File: src/rtl/fetch_pkg.sv
// Shared definitions for the instruction fetch unit: FSM state encoding,
// reset address default, NOP word and PC increment.
// Optional feature macro: MISALIGN_TRAP_EN (adds the TRAP state).
package fetch_pkg;

    typedef enum logic [1:0] {
        ST_BOOT = 2'd0,
        ST_REQ  = 2'd1,
        ST_HOLD = 2'd2
`ifdef MISALIGN_TRAP_EN
        ,
        ST_TRAP = 2'd3
`endif
    } fetch_state_e;

    localparam logic [31:0] RESET_PC_DEFAULT = 32'h0000_0000;
    localparam logic [31:0] NOP              = 32'h0000_0000;
    localparam logic [31:0] PC_INC           = 32'd4;

    // True when an address is not word aligned.
    function automatic logic is_misaligned(input logic [31:0] addr);
        return addr[1:0] != 2'b00;
    endfunction

endpackage

File: src/rtl/fetch_fsm.sv
// Fetch sequencing FSM: BOOT -> REQ -> HOLD -> REQ ... with an optional
// terminal TRAP state (MISALIGN_TRAP_EN) entered on a misaligned advance.
module fetch_fsm
    import fetch_pkg::*;
(
    input  logic         clk,
    input  logic         rst_n,
    input  logic         imem_ack_i,
    input  logic         stall_i,
`ifdef MISALIGN_TRAP_EN
    input  logic         misalign_i,
`endif
    output fetch_state_e state_o,
    output logic         take_o,
    output logic         advance_o
);

    fetch_state_e state_q, state_d;

    // State register, asynchronously forced to BOOT.
    always_ff @(posedge clk or negedge rst_n) begin
        if (!rst_n) begin
            state_q <= ST_BOOT;
        end else begin
            state_q <= state_d;
        end
    end

    // Next-state logic plus the accept/advance strobes for the datapath.
    always_comb begin
        state_d   = state_q;
        take_o    = 1'b0;
        advance_o = 1'b0;
        case (state_q)
            ST_BOOT: begin
                state_d = ST_REQ;
            end
            ST_REQ: begin
                if (imem_ack_i) begin
                    take_o  = 1'b1;
                    state_d = ST_HOLD;
                end
            end
            ST_HOLD: begin
                if (!stall_i) begin
                    advance_o = 1'b1;
`ifdef MISALIGN_TRAP_EN
                    state_d = misalign_i ? ST_TRAP : ST_REQ;
`else
                    state_d = ST_REQ;
`endif
                end
            end
`ifdef MISALIGN_TRAP_EN
            ST_TRAP: begin
                state_d = ST_TRAP;
            end
`endif
            default: begin
                state_d = ST_BOOT;
            end
        endcase
    end

    assign state_o = state_q;

endmodule

File: src/rtl/fetch_unit.sv
// Instruction fetch unit: owns pc, latched instruction, valid flag and the
// pc+4 adder; sequencing comes from fetch_fsm.
// Optional feature macro: MISALIGN_TRAP_EN (sticky misalign_trap output).
module fetch_unit
    import fetch_pkg::*;
#(
    parameter logic [31:0] RESET_PC = RESET_PC_DEFAULT,
    parameter int unsigned ADDR_W   = 32
) (
    input  logic              clk,
    input  logic              rst_n,
    input  logic [ADDR_W-1:0] jump_Result,
    input  logic              stall,
    output logic              imem_req,
    output logic [ADDR_W-1:0] imem_addr,
    input  logic              imem_ack,
    input  logic [31:0]       imem_rdata,
    output logic [ADDR_W-1:0] pc,
    output logic [ADDR_W-1:0] next_PC,
    output logic [31:0]       instruction,
    output logic              instr_valid
`ifdef MISALIGN_TRAP_EN
    ,
    output logic              misalign_trap
`endif
);

    fetch_state_e      state;
    logic              take;
    logic              advance;

    logic [ADDR_W-1:0] pc_q, pc_d;
    logic [31:0]       instr_q, instr_d;
    logic              valid_q, valid_d;
`ifdef MISALIGN_TRAP_EN
    logic              trap_q, trap_d;
    logic              misalign;

    assign misalign = is_misaligned(jump_Result);
`endif

    fetch_fsm u_fsm (
        .clk        (clk),
        .rst_n      (rst_n),
        .imem_ack_i (imem_ack),
        .stall_i    (stall),
`ifdef MISALIGN_TRAP_EN
        .misalign_i (misalign),
`endif
        .state_o    (state),
        .take_o     (take),
        .advance_o  (advance)
    );

    // Datapath next values: latch the word on accept, redirect pc on advance.
    always_comb begin
        pc_d    = pc_q;
        instr_d = instr_q;
        valid_d = valid_q;
`ifdef MISALIGN_TRAP_EN
        trap_d  = trap_q;
`endif
        if (take) begin
            instr_d = imem_rdata;
            valid_d = 1'b1;
        end
        if (advance) begin
            valid_d = 1'b0;
`ifdef MISALIGN_TRAP_EN
            pc_d = jump_Result;
            if (misalign) begin
                trap_d = 1'b1;
            end
`else
            pc_d = jump_Result & ~ADDR_W'(3);
`endif
        end
    end

    // Datapath registers with asynchronous reset to the boot values.
    always_ff @(posedge clk or negedge rst_n) begin
        if (!rst_n) begin
            pc_q    <= RESET_PC;
            instr_q <= NOP;
            valid_q <= 1'b0;
`ifdef MISALIGN_TRAP_EN
            trap_q  <= 1'b0;
`endif
        end else begin
            pc_q    <= pc_d;
            instr_q <= instr_d;
            valid_q <= valid_d;
`ifdef MISALIGN_TRAP_EN
            trap_q  <= trap_d;
`endif
        end
    end

    assign imem_req    = (state == ST_REQ);
    assign imem_addr   = pc_q;
    assign pc          = pc_q;
    assign next_PC     = pc_q + ADDR_W'(PC_INC);
    assign instruction = instr_q;
    assign instr_valid = valid_q;
`ifdef MISALIGN_TRAP_EN
    assign misalign_trap = trap_q;
`endif

endmodule

File: config.mk
export PLATFORM = sky130hd
export DESIGN_NAME = fetch_unit
export DESIGN_NICKNAME = d
export VERILOG_FILES = /design/src/rtl/fetch_pkg.sv /design/src/rtl/fetch_fsm.sv /design/src/rtl/fetch_unit.sv
export SDC_FILE = /design/constraint.sdc
export NUM_CORES = 1
export LEC_CHECK = 0
export BUFFER_PORTS_ARGS = -buffer_cell sky130_fd_sc_hd__buf_4
export CAP_MARGIN = 20
export CORE_MARGIN = 2
export CORE_UTILIZATION = 40
export CTS_CLUSTER_SIZE = 12
export DETAILED_ROUTE_END_ITERATION = 10
export HOLD_SLACK_MARGIN = 0.06
export PLACE_DENSITY = 0.73
export SLEW_MARGIN = 10
export SYNTH_ARGS = -nofsm -noshare
export SYNTH_HDL_FRONTEND = slang
export SYNTH_SLANG_ARGS = --single-unit
File: constraint.sdc
create_clock -name clk -period 5.15 [get_ports clk]
set_clock_uncertainty 0.15 [all_clocks]
set_input_delay 1.2875 -clock clk [delete_from_list [all_inputs] [get_ports clk]]
set_output_delay 1.2875 -clock clk [all_outputs]
set_load 0.1 [all_outputs]
==> impl_metrics.py <==
metrics = {
    "run_status": {
        "outcome": "finished, final reports clean",
    },
    "routing": {
        "ant_nets": 0,
        "wire_per_inst_um": 14.7,
        "drt_first_pass_iters": 4,
        "wl_met1_mm": 3.00,
        "wl_mm": 7.95,
        "dr.max_layer_used": "met4",
        "viasPerCell": 4.78,
        "wl_met2_mm": 4.07,
        "met3WireLength_um": 816,
        "vias": 2586,
        "drc": 0,
        "drt_iter0_markers": 47,
    },
    "worst_setup_path": {
        "crit_type": "register to output port",
        "cp_max_fo": 12,
        "cp-start-kind": "register",
        "cp-end-kind": "output port",
        "crit_required_ps": 3710,
        "reg2reg_from": "u_fsm.state_o[0]",
        "rr_endpoint": "imem_addr[5]",
        "reg2reg_slack_ps": 3020,
        "arrival_ps": 2230,
        "worst-r2r-cell-count": 3,
    },
    "finish": {
        "antenna_cells": 0,
        "n_fill_cell": 705,
        "drive_gt1_share_pct": 64.0,
        "area_growth_pct": 45.1,
        "nNetsFinal": 500,
    },
    "hold_path": {
        "min_from": "instruction[21]",
        "hp-class": "register to register",
        "hold_path_depth": 1,
        "holdPathEnd": "instruction[21]",
    },
    "timing": {
        "period_minus_slack_ps": 3670,
        "setup_viol": 0,
        "slew_viol_final": 0,
        "final.setup.worst_slack_ps": 1480,
        "tns_ps": 0,
        "rsz0062_at_grt": "no",
        "period_share_pct": 71.3,
        "max_slew_margin_pct": 46.0,
        "worst_slew_pin_slew_ps": 810,
        "max_freq_mhz": 272,
        "final_hold_viol_count": 0,
    },
    "yosys": {
        "synth_simple_gate_area_share_pct": 12.1,
        "yosys_warnings": 0,
        "synth_edf_count": 0,
        "synthDistinctLibCells": 28,
        "synth_top_family_by_area": "multiplexers",
        "yosysTopAreaCell": "dfrtp_1",
        "postSynthAreaPerCell_um2": 12.4,
        "synth_xor_area_share_pct": 7.35,
        "synth_compound_area_share_pct": 1.12,
        "ys_async_sr_fraction_pct": 100,
        "synthCells": 270,
        "synth_common_cells": "65 x dfrtp_1, 56 x mux2_2, 38 x buf_4",
        "synth.area.mux_share_pct": 19.6,
        "synth_top_area_share_pct": 48.7,
        "synth.most_common_cell": "dfrtp_1",
        "ys_top_cells_by_area": "dfrtp_1 49%, mux2_2 19%, buf_4 8.5%",
        "netlist_area_um2": 3340,
        "ys_seq_area_share_pct": 48.7,
        "synth-seq-cells": 65,
        "ys.flop_type": "dfrtp_1",
        "synth_fa_ha_area_share_pct": 0.375,
    },
    "cts": {
        "clkSinkCount": 65,
        "cts_tree": "yes",
        "cts_buffer_depth": 2,
        "cts_resized": 0,
        "postCtsHoldBufs": 0,
        "clk_pin_slew_ps": 70,
        "cts_setup_buffers": 0,
        "numCtsBuffers": 9,
        "clk_latency_ps": 320,
        "cts_root_buf": "clkbuf_8",
        "htree_levels": 3,
    },
    "floorplanning": {
        "pin_count": 198,
        "core_region_area_um2": 8130,
        "dieHeight_um": 95.3,
        "die_x_um": 95.3,
        "die_area_um2": 9090,
        "start_util_pct": 41.0,
        "rows": 33,
    },
    "run": {
        "max_cap_violations": 0,
    },
    "global_routing": {
        "grt_first_pass_wirelength_mm": 12.4,
        "grt_use_total_pct": 17.6,
        "grt_max_degree": 66,
        "antenna_found_initial": 0,
        "grt-ovfl-total": 0,
        "grt_pass1_vias": 2526,
    },
    "placement": {
        "gp_congestion": 0.774,
        "dp_hpwl_mm": 6.15,
        "portBuffers": 189,
        "pre_cts_slack_ps": 1830,
    },
}
[state kept, by name (all words and copies together) (netlist names)]
signal and flops:
imem_addr 30, instr_valid 1, instruction 32, u_fsm.state_o 2
[worst max-delay path: stages, from the launching register on]
cell	delay (ps)
dfrtp_1	470
and4_4	290
nand3_2	300
nor4_2	350
xor2_1	180
buf_4	310
[final cells by class]
class / count / area (um^2) / share of cell area, %
clock inverter: 6 / 115 / 2.38
multi-input combinational: 158 / 1380 / 28.4
timing repair buffer: 191 / 1430 / 29.6
sequential: 65 / 1630 / 33.6
inverter: 6 / 22.5 / 0.465
tap: 105 / 131 / 2.71
clock buffer: 10 / 138 / 2.84
[layout by cell type, fill, tap and decap left out, drive strengths merged, types with 2 or more instances in the layout]
cell type  netlist  layout
and3             5       5
clkinv           0       2
bufinv           0       3
clkbuf           0      10
nor2             5       5
and4             5       5
xnor2           11      11
mux2            58      58
o21ai            6       6
inv              6       6
nand2           12      12
nand3           13      13
nand4            3       3
nor3             9       9
xor2            17      17
nand3b           2       2
conb             1       6
nor4             2       2
dfrtp           65      65
buf             46     191
[per-layer routing]
layer	vias to the layer above	track usage [%]
li1	1204	-
met1	1253	20.0
met2	124	30.3
met3	5	6.64
met4	0	6.28
met5	-	0
[stage by stage]
stage,cells,instance area (um^2),hold WS (ps),utilization [%]
2_1_floorplan,275,3360,384,-
3_3_place_gp,525,4590,340,56.4
3_5_place_dp,525,4590,344,56.4
4_1_cts,541,4840,362,59.5
5_1_grt,541,4840,374,59.5
6_report,541,4840,364,59.5
[logic make-up (layout without fill, tap and decap cells)]
| logic type | count (synthesis) | after routing |
|---|---|---|
| flops | 65 | 65 |
| mux | 58 | 58 |
| simple gates | 58 | 58 |
| buf+inv | 52 | 213 |
| xor+xnor | 28 | 28 |
| compound gates | 7 | 7 |
| fa+ha+maj | 1 | 1 |
| other cells | 1 | 6 |
[worst max path at each step]
| stage | from | end | depth (start not counted) |
|---|---|---|---|
| after global routing | imem_addr[12] | next_PC[24] | 5 |
| after CTS | imem_addr[12] | next_PC[24] | 5 |
| after detailed placement | imem_addr[12] | next_PC[24] | 5 |
| after floorplan | imem_addr[7] | next_PC[17] | 6 |
| final | imem_addr[12] | next_PC[24] | 5 |
| after global placement | imem_addr[12] | next_PC[24] | 5 |
Power is left out: the tool's default activity adds up to more than one toggle a clock period on the data nets, which glitch-free logic cannot reach.
